[config.mk]
export PLATFORM = sky130hd
export DESIGN_NAME = add_arbiter
export DESIGN_NICKNAME = d
export VERILOG_FILES = /design/src/rtl/add_arbiter_pkg.sv /design/src/rtl/add_arbiter_rr_picker.sv /design/src/rtl/add_arbiter.sv
export SDC_FILE = /design/constraint.sdc
export NUM_CORES = 1
export LEC_CHECK = 0
export CAP_MARGIN = 0
export CORE_MARGIN = 4
export CORE_UTILIZATION = 25
export CTS_CLUSTER_DIAMETER = 200
export CTS_CLUSTER_SIZE = 30
export DETAILED_ROUTE_END_ITERATION = 16
export GPL_TIMING_DRIVEN = 1
export PLACE_DENSITY_LB_ADDON = 0.3
export SYNTH_ARGS = -nofsm -noshare
export SYNTH_HDL_FRONTEND = slang
export SYNTH_SLANG_ARGS = --single-unit
[constraint.sdc]
create_clock -name clk -period 1.9 [get_ports clk]
set_input_delay 0.475 -clock clk [delete_from_list [all_inputs] [get_ports clk]]
set_output_delay 0.475 -clock clk [all_outputs]
set_load 0.1 [all_outputs]
[src/rtl/add_arbiter_pkg.sv]
// Shared types and constants for the add/sub round-robin arbiter.
// The FSM walks IDLE -> ISSUE -> WAIT -> RESP, with one operation in flight.
package add_arbiter_pkg;

  typedef enum logic [1:0] {
    IDLE,
    ISSUE,
    WAIT,
    RESP
  } state_t;

  localparam logic OP_ADD = 1'b1;
  localparam logic OP_SUB = 1'b0;

endpackage

[src/rtl/add_arbiter_rr_picker.sv]
// Combinational round-robin picker: the first asserted request found by searching
// upward from last_grant+1, wrapping modulo NUM_REQ.
module rr_picker #(
  parameter int NUM_REQ  = 4,
  parameter int ID_WIDTH = $clog2(NUM_REQ)
) (
  input  logic [NUM_REQ-1:0]  req,
  input  logic [ID_WIDTH-1:0] last_grant,
  output logic [NUM_REQ-1:0]  grant,
  output logic [ID_WIDTH-1:0] winner,
  output logic                any_req
);

  localparam int SW = ID_WIDTH + 1;

  logic [ID_WIDTH-1:0] cand [NUM_REQ];
  logic [NUM_REQ-1:0]  hit;

  // cand[gi] is the requester index that sits gi+1 positions after last_grant.
  for (genvar gi = 0; gi < NUM_REQ; gi++) begin : g_cand
    logic [SW-1:0] sum;
    assign sum      = {1'b0, last_grant} + SW'(gi + 1);
    assign cand[gi] = (sum >= SW'(NUM_REQ)) ? ID_WIDTH'(sum - SW'(NUM_REQ))
                                            : sum[ID_WIDTH-1:0];
    assign hit[gi]  = req[cand[gi]];
  end

  always_comb begin
    grant   = '0;
    winner  = '0;
    any_req = |hit;
    for (int k = NUM_REQ - 1; k >= 0; k--) begin
      if (hit[k]) winner = cand[k];
    end
    if (any_req) grant[winner] = 1'b1;
  end

endmodule

[src/rtl/add_arbiter.sv]
// Round-robin arbiter that time-shares one registered add/sub unit between
// NUM_REQ requesters and returns each result tagged with the requester ID.
module add_arbiter
  import add_arbiter_pkg::*;
#(
  parameter int DATA_WIDTH = 32,
  parameter int NUM_REQ    = 4,
  parameter int ID_WIDTH   = $clog2(NUM_REQ)
) (
  input  logic                                clk,
  input  logic                                reset,
  input  logic [NUM_REQ-1:0]                  req_valid,
  output logic [NUM_REQ-1:0]                  req_ready,
  input  logic [NUM_REQ-1:0]                  req_op,
  input  logic [NUM_REQ-1:0][DATA_WIDTH-1:0]  req_arg1,
  input  logic [NUM_REQ-1:0][DATA_WIDTH-1:0]  req_arg2,
  output logic                                alu_op_type,
  output logic [DATA_WIDTH-1:0]               alu_arg1,
  output logic [DATA_WIDTH-1:0]               alu_arg2,
  input  logic [DATA_WIDTH-1:0]               alu_res,
  input  logic                                alu_ov,
  output logic                                rsp_valid,
  input  logic                                rsp_ready,
  output logic [ID_WIDTH-1:0]                 rsp_id,
  output logic [DATA_WIDTH-1:0]               rsp_res,
  output logic                                rsp_ov
);

  state_t              state_reg, state_next;
  logic [ID_WIDTH-1:0] last_grant_reg;
  logic [NUM_REQ-1:0]  grant;
  logic [ID_WIDTH-1:0] winner;
  logic                any_req;
  logic                accept;

  rr_picker #(
    .NUM_REQ  (NUM_REQ),
    .ID_WIDTH (ID_WIDTH)
  ) u_picker (
    .req        (req_valid),
    .last_grant (last_grant_reg),
    .grant      (grant),
    .winner     (winner),
    .any_req    (any_req)
  );

  // Grants only happen in IDLE, and never while reset is held.
  always_comb begin
    state_next = state_reg;
    req_ready  = '0;
    accept     = 1'b0;
    case (state_reg)
      IDLE: begin
        if (!reset && any_req) begin
          req_ready  = grant;
          accept     = 1'b1;
          state_next = ISSUE;
        end
      end
      ISSUE:   state_next = WAIT;
      WAIT:    state_next = RESP;
      RESP:    if (rsp_ready) state_next = IDLE;
      default: state_next = IDLE;
    endcase
  end

  always_ff @(posedge clk) begin
    if (reset) begin
      state_reg      <= IDLE;
      last_grant_reg <= ID_WIDTH'(NUM_REQ - 1);
      alu_op_type    <= 1'b0;
      alu_arg1       <= '0;
      alu_arg2       <= '0;
      rsp_valid      <= 1'b0;
      rsp_id         <= '0;
      rsp_res        <= '0;
      rsp_ov         <= 1'b0;
    end else begin
      state_reg <= state_next;
      if (accept) begin
        alu_op_type    <= req_op[winner];
        alu_arg1       <= req_arg1[winner];
        alu_arg2       <= req_arg2[winner];
        rsp_id         <= winner;
        last_grant_reg <= winner;
      end
      // The unit's overflow flag is only meaningful for adds; subs report 0.
      if (state_reg == WAIT) begin
        rsp_res   <= alu_res;
        rsp_ov    <= (alu_op_type == OP_ADD) && alu_ov;
        rsp_valid <= 1'b1;
      end
      if (state_reg == RESP && rsp_ready) begin
        rsp_valid <= 1'b0;
      end
    end
  end

endmodule

* After elaboration in Yosys (flattened, before gate mapping) *
Cells that the tools add are included.

word-level totals
  register bits after elaboration = 105
  bits of input ports = 300
  logic and storage cells = 73

operators by class
  add/subtract/negate cells = 8
  magnitude comparators = 10
  equality and inequality tests = 5
  muxes and demuxes = 32
  reductions and logical operators = 9

operators with widths
  kind                   count
  $bmux W32 S2           2
  $mux W32               2
  $mux W2                10
  $lt A2 B3 Y1 const B   5
  $ge A3 B3 Y1 const B   4
  $mux W4                3
  $bmux W1 S2            5
  $mux W1                8
  $pmux W2 S4            1
  $sub A2 B1 Y2 const B  4
  $add A2 B2 Y3 const B  2
  $eq A2 B2 Y1 const B   2
  $logic_and A1 B1 Y1    4
  $ne A2 B2 Y1 const B   2
  $reduce_or A4 Y1       1
  $add A2 B1 Y3 const B  1
  $add A2 B3 Y3 const B  1
  $demux W1 S2           1
  $eq A2 B1 Y1 const B   1
  $ge A2 B1 Y1 const B   1
  $logic_not A2 Y1       1
  $reduce_and A2 Y1      1
  $reduce_or A2 Y1       1
  $logic_not A1 Y1       1

* Logic depth before layout (Yosys ltp) *
  depth after elaboration = 16
  depth in mapped cells = 8

* Cells and area by module *
Synthesis repeated with hierarchy kept, for this count alone.

unflattened totals
  cells, all modules = 543
  area, all modules = 5614.1 µm²

by module, submodules not included
  module       times used  cells each  area an instance (µm²)  sequential area each (µm²)
  add_arbiter  1           513         5412.7                  2102.0
  rr_picker    1           30          201.4                   0.0

* Worst setup path after synthesis *
Ideal clock, no wire load.

  path kind = reg2out
  start point = register state_reg[0]
  end point = output port req_ready[0]
  arrival = 2.676 ns
  required time = 1.425 ns
  setup slack = -1.251 ns
  cell stages (with the launch flop) = 9
  path buffers = 2
  path through = dfxtp_1 inv_1 ha_1 inv_1 nor3_2 nand2b_1 buf_4 clkbuf_1 nor2_1

between the ends
  cells in the longest elaborated chain, start to end = 2

ends and longest elaborated chain
  element                   line               source
  start: declaration        add_arbiter.sv:29  state_t state_reg, state_next;
  start signal: assignment  add_arbiter.sv:79  state_reg <= state_next;
  $logic_not A2 Y1          add_arbiter.sv:52  case (state_reg)
  $mux W4                   add_arbiter.sv:52
  end: declaration          add_arbiter.sv:13  output logic [NUM_REQ-1:0] req_ready,

No other way between the ends.

* Worst setup path in the final report *
  start point = input port req_valid[3]
  end point = output port req_ready[2]

between the ends
  cells in the longest elaborated chain, start to end = 13

ends and longest elaborated chain
  element                                                                    line                         source
  start: declaration                                                         add_arbiter.sv:12            input logic [NUM_REQ-1:0] req_valid,
  $bmux W1 S2                                                                add_arbiter_rr_picker.sv:25  assign hit[gi] = req[cand[gi]];
  $mux W1 (not written as such)                                              add_arbiter_rr_picker.sv:25
  $mux W2 (4 in a row)                                                       add_arbiter_rr_picker.sv:33  if (hit[k]) winner = cand[k];
  $lt A2 B3 Y1 (not written as such) / $ge A2 B1 Y1 (equally long branches)  add_arbiter_rr_picker.sv:35  if (any_req) grant[winner] = 1'b1;
  $logic_and A1 B1 Y1 (not written as such)                                  add_arbiter_rr_picker.sv:35
  $mux W1 (not written as such)                                              add_arbiter_rr_picker.sv:35
  $demux W1 S2                                                               -
  $mux W4                                                                    add_arbiter_rr_picker.sv:35
  $mux W4 *                                                                  add_arbiter.sv:54            if (!reset && any_req) begin
  $mux W4 *                                                                  add_arbiter.sv:52

Every way passes the cells marked *; elsewhere a longest branch is shown, timed or not. The select of a mux whose other input is x is not followed.

==> flow_summary.ini <==
[place]
io_buffers = 404
routabilityCongestion = 0.786
dp_cells = 1263
hpwl_mm = 19.8
dpl_cell_area_sq_um = 11600

[final_layout]
fillers = 2018
multi_input_area_sq_um = 3660
instances_no_fill = 1293
area_growth_pct = 113
seqCellArea_sq_um = 2110
finish.net_count = 1304
final_cell_mix = clkdlybuf4s50_1, mux2i_1, buf_12
drive_gt1_share_pct = 30.7
reg_top3 = alu_arg1: 32 flops, alu_arg2: 32 flops, rsp_res: 32 flops
post-route-util_pct = 54.4
design_area_sq_um = 12300
mostFrequentLayoutCell = clkdlybuf4s50_1

[pwr]
leakage_uw = 0.00482
p_int_uw = 10100
p_clk_share_pct = 9.0
switching_share_pct = 52.5
seqPwrFrac_pct = 19.0
powerDensity_nw_per_um2 = 1720
power_switching_uw = 11200
peakVddDrop_mv = 0.874
report.power.total_uw = 21200
p_comb_share_pct = 72.0

[drt]
detail_route.vias_per_cell = 4.83
drt_iter0_drc = 264
wl_mm = 25.5
vias = 6248
drtAntennaViolNets = 0
wire_per_inst_microns = 19.7
dr.pass1.iters = 5
drc = 0

[yosys]
synthXorXnorAreaFrac_pct = 0
synth_top_family_by_area = multiplexers
ys_top_cells_by_area = dfxtp_1, mux2i_1, a211oi_2
synth_fa_ha_area_share_pct = 0.649
netlist.area_leader.share_pct = 36.4
synth_compound_area_share_pct = 22.3
syn_area_per_cell_sq_um = 10.2
yosys.area_share.simple_pct = 12.2
yosysUniqueCellTypes = 28
synth.mux.area_fraction_pct = 22.7
ys_seq_elements = 105
ys_seq_area_share_pct = 36.4
syn_inst = 569
syn_area_sq_um = 5780
synth_nets = 872
yosysWarningCount = 0
synth_top_area_cell = dfxtp_1

[floorplan]
num_io_pins = 405
initial_core_util_pct = 25.5
coreArea_sq_um = 22700
rows = 55
die-height_microns = 160
dieArea_sq_um = 25600
die_x_microns = 160

[global_routing]
grt_max_degree = 37
grt_pass1_wl_mm = 38.7
antenna_found_initial = 3
track_usage_pct = 19.2
grt_overflow_total = 0
grt_pass1_vias = 6496

[sta]
slew_viol_final = 0
worst_slack_ns = -0.299
rsz0062_at_grt = yes
clock_skew_ns = 0.0102
tightest_slew_ns = 0.596
max_slew_margin_pct = 59.7
hold_viol_final = 0
fin_tns_setup_ns = -14.95
fmax_mhz = 455
fin_crit_sh_pct = 116
finalCriticalPeriod_ns = 2.20
finalSetupViolations = 70

[clocking]
cts-root-buf = clkbuf_16
cts_hold_buf = 0
cts_sinks = 105
cts_tree = built
clkLatencyLatePin_ns = 0.36
clk_pin_slew_worst_paths_ns = 0.08
clockBufferDepth = 2
cts_max_level = 3
numCtsBuffers = 9

[min_path]
hold_path.class = reg2reg

[critical_path]
worstSetupEndpointType = primary output
arrival_ns = 1.72
crit_path_start_kind = input port
cp.required_ns = 1.42
crit_type = in2out
cp_max_fo = 3

[status]
failed_checks = negative setup slack
status = finished with violations

[flow_run]
maxCapViolCount = 0
cells by family (layout without fill, tap and decap cells):
group,after synthesis,after routing
compound gates,140,140
fa+ha+maj,3,3
buf+inv,62,499
flops,105,105
mux,131,131
other cells,0,2
simple gates,128,128
cells in the mapped netlist, drive strengths merged:
| cell | n |
|---|---|
| a211oi | 64 |
| a21oi | 39 |
| buf | 29 |
| clkbuf | 28 |
| dfxtp | 105 |
| ha | 3 |
| inv | 5 |
| mux2i | 131 |
| nand2 | 36 |
| nand2b | 6 |
| nand3 | 2 |
| nor2 | 42 |
| nor2b | 3 |
| nor3 | 5 |
| nor3b | 1 |
| nor4 | 1 |
| nor4b | 31 |
| o21a | 2 |
| o21ai | 1 |
| o221ai | 34 |
| or3 | 1 |
through the flow:
| step | setup WS, ns | hold slack [ns] |
|---|---|---|
| 2_1_floorplan | -0.356 | 0.499 |
| 3_3_place_gp | -0.884 | 0.467 |
| 3_5_place_dp | -0.867 | 0.475 |
| 4_1_cts | -0.358 | 0.487 |
| 5_1_grt | -0.380 | 0.515 |
| 6_report | -0.299 | 0.487 |
repair_timing:
| item | 4_1_cts | 5_1_grt |
|---|---|---|
| gates resized for setup | 50 | 19 |
| buffers inserted | 9 | 1 |
| gates cloned | 2 | 0 |
| setup endpoints to repair | 73 | 70 |
| pin swaps | 35 | 5 |
worst max-delay path: stages:
cell and delay [ns]:
clkdlybuf4s15_2 0.20, buf_4 0.14, nand2b_4 0.09, a21oi_4 0.06, or3_4 0.43, nor2_4 0.14, buf_12 0.18
power by group through the flow:
| stage | Sequential [uW] | Clock, uW | Combinational, uW |
|---|---|---|---|
| 2_1_floorplan | 9350 | 0 | 3710 |
| 3_3_place_gp | 4040 | 0 | 14800 |
| 3_5_place_dp | 4070 | 0 | 14900 |
| 4_1_cts | 4040 | 1990 | 15300 |
| 5_1_grt | 4130 | 2060 | 15900 |
| 6_report | 4030 | 1910 | 15300 |
layer usage:
layer	share of wire [%]	global-route usage, %	vias up
met2	53	35.8	264
li1	-	-	3014
met3	7.7	5.91	24
met1	37	21.0	2944
met5	0.043	0	-
met4	1.8	4.73	2
final cells by class:
type,instances,area share [%]
Antenna cell,2,0.0405
Clock buffer,10,1.86
Clock inverter,6,0.507
Tap cell,285,2.89
Sequential cell,105,17.1
Multi-Input combinational cell,402,29.7
Inverter,5,0.152
Timing Repair Buffer,478,47.8
worst paths after layout:
path                                                     start                   endpoint  slack, ns  depth (start not counted)
worst max-delay path                              req_valid[3]               req_ready[2]      -0.30                          7
worst min-delay path                    rsp_id[1]$_SDFFE_PP0P_     rsp_id[1]$_SDFFE_PP0P_       0.49                          2
worst max register to register  last_grant_reg[0]$_SDFFE_PP1P_  alu_arg2[22]$_SDFFE_PP0P_      -0.29                         12
worst min register to register          rsp_id[1]$_SDFFE_PP0P_     rsp_id[1]$_SDFFE_PP0P_       0.49                          2
(Power assumes the default switching activity.)
